File: src/rtl/tick_scheduler_if.sv
// ---------------------------------------------------------------------------
// tick_scheduler_if
//   Configuration bus between the paint control FSM (master) and the shared
//   tick scheduler (slave). A write is taken on any clock where the master
//   holds cfg_we high and the slave reports cfg_ready; a write offered while
//   cfg_ready is low is simply not taken, so the master keeps it asserted.
//
// Signals
//   cfg_we      master -> slave  config write strobe
//   cfg_ch      master -> slave  channel to configure            [IDX_W]
//   cfg_period  master -> slave  period in base ticks, 0 = never  [CNT_W]
//   cfg_en      master -> slave  channel enable
//   cfg_ready   slave -> master  1 = a write is accepted this clock
// ---------------------------------------------------------------------------
interface tick_scheduler_if #(
  parameter int IDX_W = 2,
  parameter int CNT_W = 28
) ();

  logic             cfg_we;
  logic [IDX_W-1:0] cfg_ch;
  logic [CNT_W-1:0] cfg_period;
  logic             cfg_en;
  logic             cfg_ready;

  modport master (
    output cfg_we,
    output cfg_ch,
    output cfg_period,
    output cfg_en,
    input  cfg_ready
  );

  modport slave (
    input  cfg_we,
    input  cfg_ch,
    input  cfg_period,
    input  cfg_en,
    output cfg_ready
  );

endinterface

File: src/rtl/tick_scheduler.sv
// ---------------------------------------------------------------------------
// tick_scheduler
//   Shares one prescaler and one down-count datapath among NUM_CH periodic
//   timers (brush repeat, cursor blink, animation step, ...).
//
//   A free-running prescaler produces one base tick every BASE_DIV clocks.
//   Each base tick starts a sweep that visits the channels one per clock,
//   channel 0 first. An enabled channel with a non-zero period whose count
//   is exhausted produces a one-clock pulse on its tick bit, one clock after
//   it is visited, and reloads; otherwise its count steps down by one.
//   A channel of period P therefore ticks once every P base ticks, and the
//   first tick after a config write arrives P base ticks later.
//
//   The config port only accepts writes between sweeps, so the sweep never
//   has to arbitrate the count registers against the config port.
//
// Parameters
//   NUM_CH    number of timer channels
//   IDX_W     channel index width, clog2(NUM_CH)
//   CNT_W     period / count width
//   BASE_DIV  clocks per base tick, must be >= 2
//
// Ports
//   clock     in   system clock, all logic on the rising edge
//   resetN    in   synchronous, active-low reset
//   cfg       slave side of tick_scheduler_if (write strobe, channel,
//             period, enable in; cfg_ready out, high while idle)
//   tick      out  one-clock expiry pulse per channel, registered
//   busy      out  high while a sweep is in progress
//   overrun   out  sticky, set when a base tick lands during a sweep
//                  (only possible when BASE_DIV < NUM_CH + 1)
// ---------------------------------------------------------------------------
module tick_scheduler #(
  parameter int NUM_CH   = 4,
  parameter int IDX_W    = 2,
  parameter int CNT_W    = 28,
  parameter int BASE_DIV = 50000
) (
  input  logic              clock,
  input  logic              resetN,
  tick_scheduler_if.slave   cfg,
  output logic [NUM_CH-1:0] tick,
  output logic              busy,
  output logic              overrun
);

  localparam int               PRE_W      = $clog2(BASE_DIV);
  localparam logic [PRE_W-1:0] PRE_RELOAD = PRE_W'(BASE_DIV - 1);
  localparam logic [IDX_W-1:0] LAST_IDX   = IDX_W'(NUM_CH - 1);

  typedef enum logic {
    IDLE  = 1'b0,
    SWEEP = 1'b1
  } state_t;

  state_t           state_q;
  state_t           state_d;
  logic [IDX_W-1:0] idx_q;
  logic [IDX_W-1:0] idx_d;

  logic [PRE_W-1:0] prescaler;
  logic             base_tick;

  logic             ready;
  logic             cfg_accept;

  logic [CNT_W-1:0]  period_q [NUM_CH];
  logic [CNT_W-1:0]  count_q  [NUM_CH];
  logic [NUM_CH-1:0] en_q;

  logic             ch_active;
  logic             ch_expire;
  logic [CNT_W-1:0] cfg_count;

  // Prescaler runs regardless of the FSM so the base tick rate stays exact
  // even when a tick has to be dropped.
  always_ff @(posedge clock) begin
    if (!resetN) begin
      prescaler <= PRE_RELOAD;
    end else if (base_tick) begin
      prescaler <= PRE_RELOAD;
    end else begin
      prescaler <= prescaler - PRE_W'(1);
    end
  end

  assign base_tick = (prescaler == '0);

  always_ff @(posedge clock) begin
    if (!resetN) begin
      state_q <= IDLE;
      idx_q   <= '0;
    end else begin
      state_q <= state_d;
      idx_q   <= idx_d;
    end
  end

  // A base tick seen in SWEEP is not remembered: the sweep finishes normally
  // and that base tick is lost (flagged on overrun).
  always_comb begin
    state_d = state_q;
    idx_d   = idx_q;
    ready   = 1'b0;
    busy    = 1'b0;
    case (state_q)
      IDLE: begin
        ready = 1'b1;
        if (base_tick) begin
          state_d = SWEEP;
          idx_d   = '0;
        end
      end
      SWEEP: begin
        busy = 1'b1;
        if (idx_q == LAST_IDX) begin
          state_d = IDLE;
          idx_d   = '0;
        end else begin
          idx_d = idx_q + IDX_W'(1);
        end
      end
      default: begin
        state_d = IDLE;
        idx_d   = '0;
      end
    endcase
  end

  assign cfg.cfg_ready = ready;
  assign cfg_accept    = cfg.cfg_we & ready;

  // A period of 0 leaves the count at 0 instead of wrapping to all ones;
  // such a channel is never processed anyway.
  assign cfg_count = (cfg.cfg_period == '0) ? '0 : cfg.cfg_period - CNT_W'(1);

  assign ch_active = busy & en_q[idx_q] & (period_q[idx_q] != '0);
  assign ch_expire = ch_active & (count_q[idx_q] == '0);

  // Config writes and sweep updates never coincide because writes are only
  // accepted in IDLE. A write on the same clock as a base tick therefore
  // lands before the sweep that starts on the next clock.
  always_ff @(posedge clock) begin
    if (!resetN) begin
      for (int i = 0; i < NUM_CH; i++) begin
        period_q[i] <= '0;
        count_q[i]  <= '0;
      end
      en_q <= '0;
    end else if (cfg_accept) begin
      period_q[cfg.cfg_ch] <= cfg.cfg_period;
      en_q[cfg.cfg_ch]     <= cfg.cfg_en;
      count_q[cfg.cfg_ch]  <= cfg_count;
    end else if (ch_active) begin
      if (ch_expire) begin
        count_q[idx_q] <= period_q[idx_q] - CNT_W'(1);
      end else begin
        count_q[idx_q] <= count_q[idx_q] - CNT_W'(1);
      end
    end
  end

  // Only one channel is visited per clock, so at most one bit is ever set.
  always_ff @(posedge clock) begin
    if (!resetN) begin
      tick <= '0;
    end else begin
      tick <= '0;
      if (ch_expire) begin
        tick[idx_q] <= 1'b1;
      end
    end
  end

  always_ff @(posedge clock) begin
    if (!resetN) begin
      overrun <= 1'b0;
    end else if (base_tick && (state_q == SWEEP)) begin
      overrun <= 1'b1;
    end
  end

endmodule

File: src/flat_wrapper.sv
// flat-port wrapper written by rule: the top's interface ports become plain ports
module tick_scheduler_flat 
#(
  parameter int NUM_CH   = 4,
  parameter int IDX_W    = 2,
  parameter int CNT_W    = 28,
  parameter int BASE_DIV = 50000
)
  (clock, resetN, tick, busy, overrun, cfg_cfg_we, cfg_cfg_ch, cfg_cfg_period, cfg_cfg_en, cfg_cfg_ready);
  tick_scheduler_if #(.IDX_W(IDX_W), .CNT_W(CNT_W)) cfg_i ();
  input  logic clock;
  input  logic resetN;
  output logic [NUM_CH-1:0] tick;
  output logic busy;
  output logic overrun;
  input wire logic [$bits(cfg_i.cfg_we)-1:0] cfg_cfg_we;
  input wire logic [$bits(cfg_i.cfg_ch)-1:0] cfg_cfg_ch;
  input wire logic [$bits(cfg_i.cfg_period)-1:0] cfg_cfg_period;
  input wire logic [$bits(cfg_i.cfg_en)-1:0] cfg_cfg_en;
  output wire logic [$bits(cfg_i.cfg_ready)-1:0] cfg_cfg_ready;
  assign cfg_i.cfg_we = cfg_cfg_we;
  assign cfg_i.cfg_ch = cfg_cfg_ch;
  assign cfg_i.cfg_period = cfg_cfg_period;
  assign cfg_i.cfg_en = cfg_cfg_en;
  assign cfg_cfg_ready = cfg_i.cfg_ready;
  tick_scheduler #(.NUM_CH(NUM_CH), .IDX_W(IDX_W), .CNT_W(CNT_W), .BASE_DIV(BASE_DIV)) u_core (.clock(clock), .resetN(resetN), .cfg(cfg_i), .tick(tick), .busy(busy), .overrun(overrun));
endmodule
File: config.mk
export PLATFORM = sky130hd
export DESIGN_NAME = tick_scheduler_flat
export DESIGN_NICKNAME = d
export VERILOG_FILES = /design/src/rtl/tick_scheduler_if.sv /design/src/rtl/tick_scheduler.sv /design/src/flat_wrapper.sv
export SDC_FILE = /design/constraint.sdc
export NUM_CORES = 1
export LEC_CHECK = 0
export ABC_CLOCK_PERIOD_IN_PS = 13000
export CORE_MARGIN = 8
export CORE_UTILIZATION = 45
export CTS_CLUSTER_SIZE = 10
export DETAILED_ROUTE_END_ITERATION = 12
export GPL_ROUTABILITY_DRIVEN = 0
export MAX_ROUTING_LAYER = met4
export PLACE_DENSITY = 0.62
export SKIP_LAST_GASP = 1
export SLEW_MARGIN = 10
export SYNTH_ARGS = -nofsm -noshare
export SYNTH_HDL_FRONTEND = slang
export SYNTH_SLANG_ARGS = --single-unit
File: constraint.sdc
create_clock -name clock -period 13 [get_ports clock]
set_input_delay 3.9 -clock clock [delete_from_list [all_inputs] [get_ports clock]]
set_output_delay 3.9 -clock clock [all_outputs]
set_load 0.01 [all_outputs]
==> run_results.csv, run 1 <==
group,metric,value,unit
clocking,cts.sinks,254,
clocking,htreeDepth,1,
grt,grt_antenna_before_repair,0,
setup_path,cpPeakStageDelay,510,ps
setup_path,crit_buf_inv,2,
setup_path,crit_type,"in2reg",
timing,relSlewSlack,26.49,%
placed_design,portBuffers,40,
run,max-cap-violations,0,
synth,synth-simple-area-share,17.41,%
placed_design,dpl_cell_area,13690,µm²
layout,diodes,0,
detailed_routing,initialDrtViolationCount,859,
setup_path,crit_arrival,8240,ps
synth,synth_ff_type,"edfxtp_1",
setup_path,worstPathRequired,13280,ps
clocking,clock_latency,560,ps
timing,timing.final.crit_share,61.28,%
floorplanning,fp.dieW,185.2,µm
clocking,root_buffer,"clkbuf_16",
setup_path,worstPathMaxFanout,25,
setup_path,path_depth,14,
clocking,post_cts_buffers,0,
detailed_routing,drc,0,
setup_path,cp_top_family,"simple AND/OR/NAND/NOR gates",
synth,async_flop_share,0,%
timing,fmax,0.1255,GHz
grt,grt_overflow,0,
layout,utilization,51.02,%
synth,synth_top_family_by_area,"simple AND/OR/NAND/NOR gates",
floorplanning,rows,62,
timing,fin_tns_setup,0,ps
timing,rsz0062_at_grt,"no",
floorplanning,die_y,185.2,µm
setup_path,crit_path_end_kind,"flip-flop",
layout,drive_above_1_share,13.73,%
synth,synth_xor_area_share,4.553,%
timing,tightest_slew,1093,ps
synth,seq_area_frac_synth,56.85,%
floorplanning,core-area,28470,µm²
grt,grt_max_degree,57,
synth,synth_area_per_cell,11.90,µm²
clocking,path_clk_slew,50,ps
synth,netlist.area_leader.share,52.19,%
power_and_ir_drop,ir_drop,0.1091,mV
layout,nets,1158,
layout,filler_cell_count,2543,
setup_path,startpoint_type,"primary input",
detailed_routing,ant_nets,0,
synth,yosys_warnings,0,
detailed_routing,drtPass1Iterations,5,
timing,hold_viol,0,
placed_design,dp_slack,4527,ps
floorplanning,dieArea,34310,µm²
power_and_ir_drop,power,1.816,mW
floorplanning,start_util,45.27,%
detailed_routing,vias,8519,
synth,yosys-top-cells-area,"edfxtp_1, mux4_2, nor2_1",
clocking,clockBufferDepth,3,
worst_hold_path,hold_class,"reg2reg",
timing,finalCriticalPeriod,7966,ps
synth,synth_compound_area_share,5.301,%
power_and_ir_drop,leakagePower,5.171,nW
timing,finalMaxSlewViolations,0,
synth,synth_top_area_cell,"edfxtp_1",
synth,netlist_top_cells_count,"nor2_1, edfxtp_1, nand2_1",
clocking,cts_resized,0,
detailed_routing,wirelength,31710,µm
timing,setup_violations,0,
worst_hold_path,whs_path_depth,1,
grt,grt_pass1_vias,8660,
detailed_routing,via_per_inst,5.631,
synth,syn_nets,1125,
placed_design,hpwlAfterDp,20590,µm
setup_path,slowest_stage,"or3b_2",
synth,synth_area,12890,µm²
grt,grt_pass1_wl,49770,µm
synth,synth-edff-count,224,
clocking,cts-hold-fix-buffers,0,
clocking,cts_tree,"done",
timing,finClkSkew,19.51,ps
synth,synth.most_common_cell,"nor2_1",
layout,final_area,14530,µm²
synth,synth-seq-cells,254,
synth,synth.mux.area_fraction,11.15,%
synth,ys_types,71,
detailed_routing,drt-wirelength-per-cell,20.96,µm
grt,globalRouteTotalUtil,19.47,%
setup_path,reg2reg_depth,15,
power_and_ir_drop,p_per_area,125.1,nW/µm²
timing,setup_ws,5034,ps
synth,syn_inst,1083,
run_status,status,"complete, no violations",
synth,synthAdderAreaFrac,0.7767,%
clocking,cts_buffers,30,
setup_path,cp_cell_sequence,"clkdlybuf4s50_1 > buf_4 > nand3_1 > a31o_1 > nor2_2 > mux2i_1 > ha_1 > or3b_2 > or3_1 > or2_1 > nor4b_2 > nor4_1 > nor3_2 > nor2_1",
layout,synthToLayoutAreaGrowth,12.71,%
floorplanning,ios,41,
[cell type report]
| cell class | count | area, µm² | share of cell area (%) |
|---|---|---|---|
| clock buffers | 41 | 802.0 | 5.522 |
| multi-input cells | 709 | 5115 | 35.21 |
| flip-flops and latches | 254 | 7332 | 50.48 |
| clock inverters | 4 | 31.28 | 0.2153 |
| repair buffers | 56 | 520.5 | 3.583 |
| inverters | 65 | 244.0 | 1.680 |
| well taps | 384 | 480.5 | 3.308 |
[path summary, 6_finish.rpt]
check                                         start               endpoint  slack [ps]
worst min-delay path            u_core.prescaler[0]    u_core.prescaler[0]         400
worst max-delay path                         resetN  u_core.count_q[1][18]        5030
worst max register to register            flip-flop  u_core.count_q[1][18]        6060
worst min register to register  u_core.prescaler[0]    u_core.prescaler[0]         400
[stage by stage]
step	instances	hold slack, ps
CTS	1513	399.2
global placement	1468	382.7
finish	1513	395.6
floorplan	1083	371.1
detailed placement	1468	386.6
global route	1513	429.0
[cells by family after synthesis]
kind of cell | count (synthesis)
compound gates | 96
xor+xnor | 67
fa+ha+maj | 8
buf+inv | 120
flops | 254
mux | 72
simple gates | 466
[where the power goes]
part           internal [mW]  total, mW  switching, mW
logic                 0.0486      0.143         0.0941
clock network          0.422      0.730          0.308
registers              0.933      0.943         0.0102
total                   1.40       1.82          0.412
[per-layer routing]
layer	up-vias	global-route usage [%]	routed length, µm
met5	-	-	0
met1	4228	25.46	14190
met2	256	31.26	14960
li1	3976	-	-
met3	59	2.962	1776
met4	0	5.538	786
[state kept, by name (all words and copies together), names as in the netlist, named ones only]
signal / cells
u_core.count_q: 112
u_core.en_q: 4
u_core.idx_q: 2
u_core.overrun: 1
u_core.period_q: 112
u_core.prescaler: 16
u_core.state_q: 1
u_core.tick: 4
[cell usage in the layout, fill, tap and decap left out, drive strengths merged, types with 4 or more instances in the layout]
master / synthesis / routed
nor2: 229 / 229
edfxtp: 224 / 224
nand2: 76 / 76
inv: 65 / 65
mux4: 57 / 57
clkbuf: 29 / 41
xnor2: 40 / 40
clkdlybuf4s50: 0 / 40
dfxtp: 30 / 30
nor3: 29 / 29
xor2: 27 / 27
nand3: 22 / 22
a21oi: 22 / 22
nor4: 21 / 21
o21ai: 19 / 19
or3: 16 / 16
buf: 26 / 16
mux2i: 13 / 13
nand2b: 11 / 11
or4: 10 / 10
and3: 9 / 9
or2: 9 / 9
nor2b: 8 / 8
ha: 8 / 8
and2: 7 / 7
o211ai: 6 / 6
a31oi: 6 / 6
nand4: 4 / 4
o211a: 4 / 4
o21ba: 4 / 4
o31ai: 4 / 4
No activity file was read; power rests on OpenSTA's default activity.
==> inputs of run 2 (changes only) <==
--- a/config.mk
+++ b/config.mk
@@ -5,7 +5,7 @@
 export SDC_FILE = /design/constraint.sdc
 export NUM_CORES = 1
 export LEC_CHECK = 0
-export ABC_CLOCK_PERIOD_IN_PS = 13000
+export ABC_CLOCK_PERIOD_IN_PS = 7400
 export CORE_MARGIN = 8
 export CORE_UTILIZATION = 45
 export CTS_CLUSTER_SIZE = 10
==> constraint.sdc (replaced) <==
create_clock -name clock -period 7.4 [get_ports clock]
set_input_delay 2.22 -clock clock [delete_from_list [all_inputs] [get_ports clock]]
set_output_delay 2.22 -clock clock [all_outputs]
set_load 0.01 [all_outputs]
==> run 2 against run 1 <==
First-iteration DRC count decreased by 12%; critical path type is now reg2reg; critical path depth up 1; critical endpoint unchanged; via count barely moved; largest cell class unchanged.
==> run_results.csv, run 2 (synthesis gave the netlist of run 1 again) <==
group,metric,value,unit
detailed_routing,initialDrtViolationCount,757,
grt,grt_overflow,0,
detailed_routing,drc,0,
floorplanning,rows,62,
setup_path,worstPathMaxFanout,24,
floorplanning,die_y,185.2,µm
clocking,cts_buffers,30,
placed_design,dp_slack,1229,ps
clocking,cts_tree,"done",
power_and_ir_drop,leakagePower,5.227,nW
detailed_routing,wirelength,31810,µm
clocking,clockBufferDepth,3,
placed_design,dpl_cell_area,13770,µm²
detailed_routing,ant_nets,0,
layout,synthToLayoutAreaGrowth,13.36,%
timing,finalCriticalPeriod,5888,ps
worst_hold_path,hold_class,"reg2reg",
power_and_ir_drop,ir_drop,0.1873,mV
floorplanning,start_util,45.27,%
run,max-cap-violations,0,
clocking,path_clk_slew,60,ps
timing,relSlewSlack,20.82,%
floorplanning,dieArea,34310,µm²
layout,reg_top3,"u_core.count_q x112, u_core.period_q x112, u_core.prescaler x16",
clocking,cts_resized,0,
placed_design,portBuffers,40,
timing,tightest_slew,1177,ps
layout,drive_above_1_share,14.25,%
setup_path,crit_arrival,6150,ps
layout,filler_cell_count,2535,
clocking,root_buffer,"clkbuf_16",
grt,globalRouteTotalUtil,19.32,%
setup_path,worstPathRequired,7660,ps
timing,timing.final.crit_share,79.56,%
layout,final_area,14610,µm²
timing,fin_tns_setup,0,ps
clocking,clock_latency,550,ps
timing,finClkSkew,19.69,ps
timing,hold_viol,0,
layout,nets,1167,
setup_path,crit_path_end_kind,"flip-flop",
run_status,status,"complete, no violations",
detailed_routing,via_per_inst,5.604,
floorplanning,core-area,28470,µm²
setup_path,crit_type,"reg2reg",
layout,final_cell_mix,"nor2_1, edfxtp_1, nand2_1, inv_1, mux4_2",
setup_path,startpoint_type,"flip-flop",
detailed_routing,drt-wirelength-per-cell,20.92,µm
layout,diodes,0,
floorplanning,fp.dieW,185.2,µm
layout,final_common_cell,"nor2_1",
timing,fmax,0.1698,GHz
clocking,htreeDepth,1,
timing,finalMaxSlewViolations,0,
grt,grt_antenna_before_repair,0,
timing,setup_ws,1512,ps
floorplanning,ios,41,
detailed_routing,vias,8523,
placed_design,hpwlAfterDp,21410,µm
grt,grt_max_degree,39,
clocking,post_cts_buffers,0,
timing,setup_violations,0,
detailed_routing,drtPass1Iterations,5,
grt,grt_pass1_wl,49650,µm
clocking,cts.sinks,254,
clocking,cts-hold-fix-buffers,0,
timing,rsz0062_at_grt,"no",
grt,grt_pass1_vias,8658,
power_and_ir_drop,p_per_area,219.0,nW/µm²
==> run 2: cell count changes in the layout (fill, tap and decap cells not counted), moves of 2 or more <==
cell and delta:
nand2_2 -2, clkinv_1 -2, buf_4 +8, nand2_1 +2
==> run 2: critical path, stage by stage, from the launching register on <==
cell and delay (ps):
dfxtp_4 650, buf_4 310, mux4_2 590, nor4_2 380
nand2_1 280, or3_1 750, nand2_4 260, mux2i_1 210
ha_1 280, or3b_2 510, or3_1 400, or2_1 240
nor4b_2 260, nor4_1 90, nor3_2 280, nor2_1 80
==> run 2: power by group <==
part	switching [mW]	total, mW	internal, mW
combinational	0.165	0.251	0.0864
sequential	0.0187	1.66	1.64
clock	0.535	1.29	0.755
==> run 2: worst paths after layout <==
kind / startpoint / endpoint / slack (ps) / cells past startpoint
max reg2reg: flip-flop / u_core.count_q[1][18] / 1510 / 15
max: flip-flop / u_core.count_q[1][18] / 1510 / 15
min reg2reg: u_core.prescaler[0] / u_core.prescaler[0] / 410 / 1
min: u_core.prescaler[0] / u_core.prescaler[0] / 410 / 1
==> run 2: cell type report <==
cell class | count | area (µm²) | share of cell area (%)
Clock buffer | 41 | 813.3 | 5.567
Clock inverter | 3 | 30.03 | 0.2056
Inverter | 65 | 244.0 | 1.670
Multi-Input combinational cell | 709 | 5109 | 34.97
Sequential cell | 254 | 7332 | 50.19
Tap cell | 384 | 480.5 | 3.289
Timing Repair Buffer | 65 | 600.6 | 4.111
==> run 2: per-stage QoR <==
step	utilization (%)	power [mW]	hold WS, ps	std cells
after floorplan	-	1.835	371.1	1083
after global placement	48.35	1.933	385.7	1477
after detailed placement	48.35	1.938	387.3	1477
after CTS	51.31	3.227	401.7	1521
after global routing	51.31	3.308	430.6	1521
final	51.31	3.199	406.8	1521
==> run 2: metal layers <==
layer  wire length, µm  track usage [%]  up-vias
li1                  -                -     3994
met1             14110            25.44     4251
met2             15340            31.26      239
met3              1828            2.883       39
met4               531            4.641        0
met5                 0                -        -
==> inputs of run 3 (changes only) <==
--- a/config.mk
+++ b/config.mk
@@ -5,14 +5,14 @@
 export SDC_FILE = /design/constraint.sdc
 export NUM_CORES = 1
 export LEC_CHECK = 0
-export ABC_CLOCK_PERIOD_IN_PS = 7400
+export ABC_CLOCK_PERIOD_IN_PS = 5300
 export CORE_MARGIN = 8
 export CORE_UTILIZATION = 45
 export CTS_CLUSTER_SIZE = 10
 export DETAILED_ROUTE_END_ITERATION = 12
 export GPL_ROUTABILITY_DRIVEN = 0
 export MAX_ROUTING_LAYER = met4
-export PLACE_DENSITY = 0.62
+export PLACE_DENSITY = 0.65
 export SKIP_LAST_GASP = 1
 export SLEW_MARGIN = 10
 export SYNTH_ARGS = -nofsm -noshare
==> constraint.sdc (replaced) <==
create_clock -name clock -period 5.3 [get_ports clock]
set_input_delay 1.59 -clock clock [delete_from_list [all_inputs] [get_ports clock]]
set_output_delay 1.59 -clock clock [all_outputs]
set_load 0.01 [all_outputs]
==> run 3 against run 2 <==
Sequential share of layout area is 0.49 points lower; fmax is 18% higher; clock power up 38%; clock skew about the same; first-iteration DRC count increased by 9.6%; sequential power rose by 39%; core utilization rose by 0.51 points; flip-flop and latch count unchanged; combinational power is 43% higher; total power is 39% higher; via count rose by 1.6%; non-clock buffer count is 14 higher; largest power group unchanged; highest routed layer unchanged.
==> run_results.csv, run 3 (synthesis gave the netlist of run 1 again) <==
group,metric,value,unit
detailed_routing,initialDrtViolationCount,830,
clocking,cts_tree,"done",
run,max-cap-violations,0,
layout,synthToLayoutAreaGrowth,14.49,%
timing,setup_violations,0,
clocking,root_buffer,"clkbuf_16",
setup_path,crit_arrival,5270,ps
layout,final_common_cell,"nor2_1",
detailed_routing,drtPass1Iterations,5,
placed_design,portBuffers,40,
timing,hold_viol,0,
detailed_routing,ant_nets,0,
power_and_ir_drop,ir_drop,0.2555,mV
grt,grt_pass1_vias,8743,
timing,rsz0062_at_grt,"no",
placed_design,hpwlAfterDp,21400,µm
floorplanning,fp.dieW,185.2,µm
timing,relSlewSlack,43.75,%
setup_path,reg2reg_to,"u_core.count_q[1][18]",
worst_hold_path,hold-path-endpoint,"u_core.prescaler[0]",
floorplanning,start_util,45.27,%
timing,fmax,0.2003,GHz
layout,diodes,0,
worst_hold_path,min_from,"u_core.prescaler[0]",
layout,filler_cell_count,2497,
floorplanning,rows,62,
setup_path,crit_path_end_kind,"flip-flop",
setup_path,crit_type,"reg2reg",
grt,grt_pass1_wl,50190,µm
detailed_routing,vias,8657,
power_and_ir_drop,p_per_area,301.5,nW/µm²
layout,final_area,14750,µm²
clocking,cts_buffers,29,
power_and_ir_drop,power,4.448,mW
timing,tightest_slew,836.1,ps
floorplanning,die_y,185.2,µm
power_and_ir_drop,leakagePower,5.297,nW
detailed_routing,wirelength,32010,µm
timing,finalMaxSlewViolations,0,
timing,finClkSkew,19.22,ps
clocking,htreeDepth,1,
clocking,cts.sinks,254,
setup_path,worstPathMaxFanout,8,
setup_path,worstPathRequired,5580,ps
floorplanning,dieArea,34310,µm²
setup_path,startpoint_type,"flip-flop",
layout,layoutNonFillerInstCount,1545,
clocking,post_cts_buffers,0,
clocking,cts_resized,0,
layout,final_cell_mix,"nor2_1, edfxtp_1, nand2_1, inv_1, mux4_2",
clocking,clockBufferDepth,3,
timing,finalCriticalPeriod,4991,ps
placed_design,dp_slack,88.44,ps
layout,nets,1180,
grt,globalRouteTotalUtil,19.47,%
layout,drive_above_1_share,14.73,%
clocking,clock_latency,550,ps
timing,timing.final.crit_share,94.18,%
grt,grt_overflow,0,
clocking,cts-hold-fix-buffers,0,
grt,grt_antenna_before_repair,0,
worst_hold_path,whs_path_depth,1,
worst_hold_path,hold_class,"reg2reg",
placed_design,dpl_cell_area,13930,µm²
layout,reg_top3,"u_core.count_q x112, u_core.period_q x112, u_core.prescaler x16",
floorplanning,ios,41,
floorplanning,core-area,28470,µm²
placed_design,dp.cells,1491,
clocking,path_clk_slew,60,ps
detailed_routing,drt-wirelength-per-cell,20.72,µm
setup_path,rrSetupSlack,310,ps
timing,setup_ws,308.6,ps
detailed_routing,drc,0,
setup_path,reg2reg_depth,15,
timing,fin_tns_setup,0,ps
detailed_routing,via_per_inst,5.603,
grt,grt_max_degree,39,
run_status,status,"complete, no violations",
-- run 3: critical path: stages, from the launching register on --
cell     delay (ps)
dfxtp_4         450
buf_4           190
mux4_2          570
or4_4           600
nor4b_4         380
a31o_1          240
nor2_2           60
mux2i_1         150
ha_1            180
or3b_2          480
or3_1           390
or2_1           250
nor4b_2         290
nor4_1          100
nor3_2          300
nor2_1           90
-- run 3: how the worst max path moves through the flow --
| stage | end | slack (ps) | cells after the start |
|---|---|---|---|
| 6_report | u_core.count_q[1][18] | 310 | 15 |
| 4_1_cts | u_core.count_q[1][18] | 320 | 15 |
| 2_1_floorplan | u_core.count_q[0][18] | 280 | 17 |
| 5_1_grt | u_core.count_q[0][26] | 30 | 15 |
| 3_5_place_dp | u_core.count_q[1][18] | 90 | 13 |
| 3_3_place_gp | u_core.count_q[2][18] | 140 | 13 |
-- run 3: area by class of cell --
| type | instances | area, µm² | area share [%] |
|---|---|---|---|
| sequential | 254 | 7332 | 49.69 |
| multi-input combinational | 709 | 5104 | 34.59 |
| clock buffer | 51 | 808.3 | 5.478 |
| timing repair buffer | 79 | 768.2 | 5.207 |
| tap | 384 | 480.5 | 3.256 |
| inverter | 65 | 244.0 | 1.654 |
| clock inverter | 3 | 17.52 | 0.1187 |
-- run 3: power breakdown --
group | switching, mW | internal (mW)
Clock | 0.755 | 1.02
Sequential | 0.0258 | 2.29
Combinational | 0.232 | 0.126
-- run 3: routing by layer --
layer	vias to the layer above	track usage, %	wire length [µm]
li1	4027	-	-
met5	-	-	0
met1	4258	25.52	13900
met3	54	2.472	2095
met2	318	31.80	15360
met4	0	5.026	654
-- run 3: through the flow --
stage	hold WS [ps]	util, %
floorplan	371.1	-
detailed placement	384.5	48.92
global placement	383.1	48.92
finish	392.9	51.82
global route	422.0	51.82
CTS	397.4	51.82
